## src/rtl/alu_seq16.sv

```systemverilog
// rtl/alu_seq16.sv - multi-cycle 16-bit op / 8x8 multiply sequencer over an external 8-bit ALU
//
// Purpose:
//   Accepts one request at a time and drives an external 8-bit ALU over
//   several cycles to build a 16-bit result.
//   - ADD16 / AND16 / OR16 take a low-byte pass and then a high-byte pass.
//   - MUL8 runs shift-and-add over the 8 multiplier bits. Each set bit costs
//     a two-pass 16-bit accumulate.
//   The carry between passes is held here, not in the ALU.
//
// Ports:
//   clk, rst_n                    clock, asynchronous active-low reset
//   req_valid/req_ready           request handshake (ready only in IDLE)
//   req_op[1:0]                   0=ADD16 1=AND16 2=OR16 3=MUL8
//   req_a[15:0], req_b[15:0]      operands (MUL8 uses [7:0])
//   resp_valid/resp_ready         response handshake
//   resp_result[15:0]             result
//   resp_carry, resp_zero         carry out of bit 15 (ADD16), result==0
//   alu_ctrl[2:0]                 ALU op: 0=ADD 1=ADDC 2=AND 3=OR
//   alu_a[7:0], alu_b[7:0]        ALU operands
//   alu_cin                       ALU carry in
//   alu_out[7:0], alu_cout        ALU result and carry out

module alu_seq16 (
  input  logic        clk,
  input  logic        rst_n,
  input  logic        req_valid,
  output logic        req_ready,
  input  logic [1:0]  req_op,
  input  logic [15:0] req_a,
  input  logic [15:0] req_b,
  output logic        resp_valid,
  input  logic        resp_ready,
  output logic [15:0] resp_result,
  output logic        resp_carry,
  output logic        resp_zero,
  output logic [2:0]  alu_ctrl,
  output logic [7:0]  alu_a,
  output logic [7:0]  alu_b,
  output logic        alu_cin,
  input  logic [7:0]  alu_out,
  input  logic        alu_cout
);

  localparam logic [2:0] ALU_ADD  = 3'd0;
  localparam logic [2:0] ALU_ADDC = 3'd1;
  localparam logic [2:0] ALU_AND  = 3'd2;
  localparam logic [2:0] ALU_OR   = 3'd3;

  localparam logic [1:0] OP_ADD = 2'd0;
  localparam logic [1:0] OP_AND = 2'd1;
  localparam logic [1:0] OP_OR  = 2'd2;
  localparam logic [1:0] OP_MUL = 2'd3;

  typedef enum logic [2:0] {
    S_IDLE,
    S_LO,
    S_HI,
    S_MUL_CHK,
    S_MUL_LO,
    S_MUL_HI,
    S_DONE
  } state_t;

  state_t      r_state;
  logic [1:0]  r_op;
  logic [15:0] r_a;
  logic [15:0] r_b;
  logic [15:0] r_acc;
  logic [15:0] r_mcand;
  logic [7:0]  r_mplier;
  logic [2:0]  r_cnt;
  logic        r_carry;
  logic [15:0] r_res;
  logic        r_zero;

  logic [2:0]  w_op_ctrl;
  logic        w_is_add;
  logic [15:0] w_add_res;
  logic [15:0] w_mul_acc;

  assign w_is_add  = (r_op == OP_ADD);
  // Full values as they stand at the end of the final pass, used to derive the zero flag.
  assign w_add_res = {alu_out, r_res[7:0]};
  assign w_mul_acc = {alu_out, r_acc[7:0]};

  always_comb begin
    w_op_ctrl = ALU_ADD;
    case (r_op)
      OP_AND:  w_op_ctrl = ALU_AND;
      OP_OR:   w_op_ctrl = ALU_OR;
      default: w_op_ctrl = ALU_ADD;
    endcase
  end

  assign req_ready   = (r_state == S_IDLE);
  assign resp_valid  = (r_state == S_DONE);
  assign resp_result = r_res;
  assign resp_carry  = r_carry;
  assign resp_zero   = r_zero;

  // ALU drive is decoded from the current state so the ALU answers within the same cycle.
  always_comb begin
    alu_ctrl = ALU_ADD;
    alu_a    = 8'h00;
    alu_b    = 8'h00;
    alu_cin  = 1'b0;
    case (r_state)
      S_LO: begin
        alu_ctrl = w_op_ctrl;
        alu_a    = r_a[7:0];
        alu_b    = r_b[7:0];
      end
      S_HI: begin
        alu_ctrl = w_is_add ? ALU_ADDC : w_op_ctrl;
        alu_a    = r_a[15:8];
        alu_b    = r_b[15:8];
        alu_cin  = w_is_add & r_carry;
      end
      S_MUL_LO: begin
        alu_ctrl = ALU_ADD;
        alu_a    = r_acc[7:0];
        alu_b    = r_mcand[7:0];
      end
      S_MUL_HI: begin
        alu_ctrl = ALU_ADDC;
        alu_a    = r_acc[15:8];
        alu_b    = r_mcand[15:8];
        alu_cin  = r_carry;
      end
      default: ;
    endcase
  end

  always_ff @(posedge clk or negedge rst_n) begin
    if (!rst_n) begin
      r_state  <= S_IDLE;
      r_op     <= 2'd0;
      r_a      <= 16'h0000;
      r_b      <= 16'h0000;
      r_acc    <= 16'h0000;
      r_mcand  <= 16'h0000;
      r_mplier <= 8'h00;
      r_cnt    <= 3'd0;
      r_carry  <= 1'b0;
      r_res    <= 16'h0000;
      r_zero   <= 1'b0;
    end else begin
      case (r_state)
        S_IDLE: begin
          if (req_valid) begin
            r_op <= req_op;
            r_a  <= req_a;
            r_b  <= req_b;
            if (req_op == OP_MUL) begin
              r_acc    <= 16'h0000;
              r_mcand  <= {8'h00, req_a[7:0]};
              r_mplier <= req_b[7:0];
              r_cnt    <= 3'd0;
              r_state  <= S_MUL_CHK;
            end else begin
              r_state <= S_LO;
            end
          end
        end
        S_LO: begin
          r_res[7:0] <= alu_out;
          r_carry    <= w_is_add & alu_cout;
          r_state    <= S_HI;
        end
        S_HI: begin
          r_res[15:8] <= alu_out;
          r_carry     <= w_is_add & alu_cout;
          r_zero      <= (w_add_res == 16'h0000);
          r_state     <= S_DONE;
        end
        S_MUL_CHK: begin
          if (r_mplier[0]) begin
            r_state <= S_MUL_LO;
          end else begin
            r_mcand  <= r_mcand << 1;
            r_mplier <= r_mplier >> 1;
            r_cnt    <= r_cnt + 3'd1;
            if (r_cnt == 3'd7) begin
              r_res   <= r_acc;
              r_zero  <= (r_acc == 16'h0000);
              r_carry <= 1'b0;
              r_state <= S_DONE;
            end
          end
        end
        S_MUL_LO: begin
          r_acc[7:0] <= alu_out;
          r_carry    <= alu_cout;
          r_state    <= S_MUL_HI;
        end
        S_MUL_HI: begin
          r_acc[15:8] <= alu_out;
          r_mcand     <= r_mcand << 1;
          r_mplier    <= r_mplier >> 1;
          r_cnt       <= r_cnt + 3'd1;
          if (r_cnt == 3'd7) begin
            // The product fits in 16 bits, so the response carry is always clear.
            r_res   <= w_mul_acc;
            r_zero  <= (w_mul_acc == 16'h0000);
            r_carry <= 1'b0;
            r_state <= S_DONE;
          end else begin
            r_state <= S_MUL_CHK;
          end
        end
        S_DONE: begin
          if (resp_ready) r_state <= S_IDLE;
        end
        default: r_state <= S_IDLE;
      endcase
    end
  end

endmodule

```

## config.mk

```make
export PLATFORM = sky130hd
export DESIGN_NAME = alu_seq16
export DESIGN_NICKNAME = d
export VERILOG_FILES = /design/src/rtl/alu_seq16.sv
export SDC_FILE = /design/constraint.sdc
export NUM_CORES = 1
export LEC_CHECK = 0
export CORE_ASPECT_RATIO = 1.5
export CORE_MARGIN = 2
export CORE_UTILIZATION = 45
export DETAILED_ROUTE_END_ITERATION = 8
export GPL_TIMING_DRIVEN = 1
export PLACE_DENSITY = 0.69
export SYNTH_ARGS = -nofsm -noshare
export SYNTH_HDL_FRONTEND = slang
export SYNTH_SLANG_ARGS = --single-unit
```

## constraint.sdc

```tcl
create_clock -name clk -period 2.2 [get_ports clk]
set_input_delay 0.66 -clock clk [delete_from_list [all_inputs] [get_ports clk]]
set_output_delay 0.66 -clock clk [all_outputs]
set_load 0.03 [all_outputs]
```

==> results.txt <==
- The flow ran to the end, but the final reports show violations.
- The final reports fail on setup timing.
- Clock-pin slew reported for the worst setup and hold paths after clock tree synthesis: 60 ps
* Type of destination of the critical path: output pin
- Number of cells on the worst reg-to-reg path: 6
- In the routed layout, each cell is associated on average with a via count of ~5.6.
- Endpoint of the worst register-to-register path: resp_result[7]$_DFFE_PN0P_
- Setup slack after layout: -197 ps
- The tool flagged a number of max-cap violations equal to 0.
- Post-layout instance area: ~6500 µm²
- The most critical setup path has its endpoint at alu_b[4].
* Min cycle time layout: between 2000 and 2500 ps
- Most common flop cell mapped by yosys: dfrtp_1
- In this run the static leakage power is 2.83 nW.
* Horiz. Die Dim: 87.7 µm
- In the global route stage, overall resource usage came out at 0.234.
- Entering global routing, the biggest net connects 41 pins.
- The die covers 11400 µm².
- The number of placed instances, taps included, is 629.
- The setup check on the worst reg-to-reg path leaves a slack of 190 ps.
* Portion of the post-synthesis area used by sequential elements: 0.519
* Post-route ant nets: 0
- Clock buffer depth: 2
* Worst Clk Skew: about 4.3 ps
- Number of max-slew violations in the final report: 0
- The first detailed-routing pass ran for 4 iterations.
- The most numerous cell type found on the critical path is buf_6.
- Yosys printed 0 warnings.
- The number of antenna violations at the first check in global routing was 0.
- Top cells by area, synth: dfrtp_1 52%, mux2_2 20%, a22o_1 5.7%, a22oi_1 4.8%, nand2_1 2.1%
- Core utilization of the finished layout: 0.641
* Starting density of the core: 0.464
* Biggest area consumer among synthesized cells: dfrtp_1
- STA puts the critical path data arrival time at 1740 ps.
- Post-Syn Instances: 384
- Startpoint of the most critical register-to-register path: r_state[2]$_DFFE_PN0P_
- Layout overhead on the synthesized area: 38.3%
- Worst Setup SP: r_state[0]$_DFFE_PN0P_
* Maximum clock frequency: approximately 0.42 GHz
- The signal on the critical path passes through nor3b_4, buf_6, a22o_1, a221o_1, buf_6.
* Final setup violation count: 18
- Top layer in use: met4
- Counting distinct cell types in the post-synthesis netlist gives 45.
- Worst Tran Pin Value: 658 ps
* Share of synthesized flip-flops with an asynchronous set or reset: 1.00
- Top-level I/O count: 87
* Post-route worst hold slack: 244 ps
- Post-route non-filler standard cell count: between 600 and 700
- Wire length per cell: 19.7 µm
- Port-buffer cells: 85
- Family of cells with the greatest summed delay on the critical path: compound AO/OA/AOI/OAI gates
- The number of hold buffers added after CTS was 0.
- The H-tree generated during clock tree synthesis spans 3 levels.
- The first routing iteration left 171 violations.
- In this design, the stage delay of the slowest critical-path cell is 420 ps.
- Metal-1 WL: 4980 µm
- WL met2: 6980 µm
* Overflow after GRT: 0
- Critical path required time: 1540 ps
- Master of the slowest instance on the critical path: dfrtp_2
- From bottom edge to top edge, the die measures 130 µm.
- HPWL Detailed: roughly 9500 µm
- Normalized max-slew margin: 0.558
* Number of hold violations in the final report: 0
- In the routed design, unresolved DRC markers number 0.
- Total Neg Setup Slack: -2000 ps
- The routed layout has 3655 vias.
- Clock sinks: 98
* CTS tree: done
* Area of the core region: 10200 µm²
- Worst IR drop on VDD: 811 µV
- Leading cell types by count after synthesis: 98 x dfrtp_1, 85 x mux2_2, 31 x a22o_1
- Post-place setup slack: -387 ps
- Wire length on met3: 476 µm
- Fraction of synthesized cell area taken by the top area cell type: 0.519
* Min-Delay Path Class: input port to async pin
- The critical path is of the register to output pin type.
* Insertion delay of the later-clocked pin in the worst-skew pair: 340 ps
- Most frequent cell after synthesis: dfrtp_1
- Buf/Inv on CP: 2
* Clock tree root driver cell: clkbuf_16
* RSZ-0062 raised after global routing: true
- Post-synthesis instance area: ~4700 µm²
- Wires add up to ~13000 µm.
- Synthesis inferred 98 register bits.
- Counting buffers and inverters, the worst setup path is 5 cells deep.
- Clock tree synthesis inserted a total of 9 buffers.
- Post-synth net total: 435
- Antenna cells: 0
* GP Congestion: 0.873
* Final Power: around 10 mW
* Number of flops mapped to enable cells by yosys: 0
* Post-place instance area: 6030 µm²
* Number of nets in the finished design: 556
* Number of global-route vias before repair: 3858
* Worst-path fanout max: 5
* Avg Inst Size Synth: 12.3 µm²
* Power Density: around 1600 nW/µm²
- Of the available clock period, the critical path in the final layout requires 1.09.
- The first global-routing pass estimated between 20000 and 25000 µm of wire.
- Floorplan row count: 45
* Startpoint class of the critical path: register
- Fraction of final layout cells sized beyond drive strength 1: 0.421
## state kept, by name (all words and copies together), names as in the netlist
| register | flops |
|---|---|
| r_b | 16 |
| resp_zero | 1 |
| r_mcand | 16 |
| r_cnt | 3 |
| r_acc | 16 |
| r_mplier | 8 |
| resp_carry | 1 |
| resp_result | 16 |
| r_op | 2 |
| r_state | 3 |
| r_a | 16 |
## cells by family (layout without fill, tap and decap cells)
family | after synthesis | after routing | synth area share
multiplexers | 85 | 85 | 0.202
adder cells (fa/ha/maj) | 4 | 4 | 0.0106
other | 1 | 1 | 0.000793
flip-flops | 98 | 98 | 0.519
buffers and inverters | 29 | 153 | 0.0341
AND/OR/NAND/NOR | 66 | 66 | 0.0714
AO/OA/AOI/OAI | 101 | 101 | 0.162
## cell usage in the layout (no fill, tap or decap), types with 9 or more instances in the layout
cell / n
a22o_1: 31
clkdlybuf4s50_1: 55
buf_6: 20
a22oi_1: 19
nand2_1: 17
mux2_2: 85
buf_4: 44
clkbuf_16: 9
nand2_2: 10
dfrtp_1: 95
a22oi_2: 11
## routing by layer
layer,up-vias,GRT usage
met3,22,0.0439
met2,109,0.414
met1,1832,0.275
met4,0,0.0968
met5,-,0
li1,1692,-
## power by group
group          internal, mW  switching [mW]
sequential             2.68           0.742
combinational          2.72            2.68
clock                 0.781           0.636
total                  6.18            4.06
## worst min-delay path by stage
| stage | to | from | cells past startpoint | slack (ps) |
|---|---|---|---|---|
| floorplan | r_a[0]$_DFFE_PN0P_ | rst_n | 0 | 360 |
| global placement | r_cnt[2]$_DFFE_PN0P_ | r_cnt[2]$_DFFE_PN0P_ | 1 | 490 |
| detailed placement | r_mplier[1]$_DFFE_PN0P_ | r_mplier[1]$_DFFE_PN0P_ | 1 | 490 |
| CTS | resp_result[10]$_DFFE_PN0P_ | rst_n | 1 | 250 |
| global route | resp_result[10]$_DFFE_PN0P_ | rst_n | 1 | 270 |
| finish | resp_result[10]$_DFFE_PN0P_ | rst_n | 1 | 240 |
## layout make-up
cell class	instances	area [µm²]
clock buffers	11	243
clock inverters	3	17.5
fillers	816	3650
inverters	3	11.3
multi-input cells	257	2280
flip-flops and latches	98	2460
well taps	141	176
repair buffers	136	1350
## what timing repair did
action / 4_1_cts / 5_1_grt
pin swaps: 13 / 8
resized for setup: 43 / 19
buffers inserted: 7 / 0
endpoints found under the setup margin: 20 / 21
Note: power is estimated with default switching activity, not from simulation.
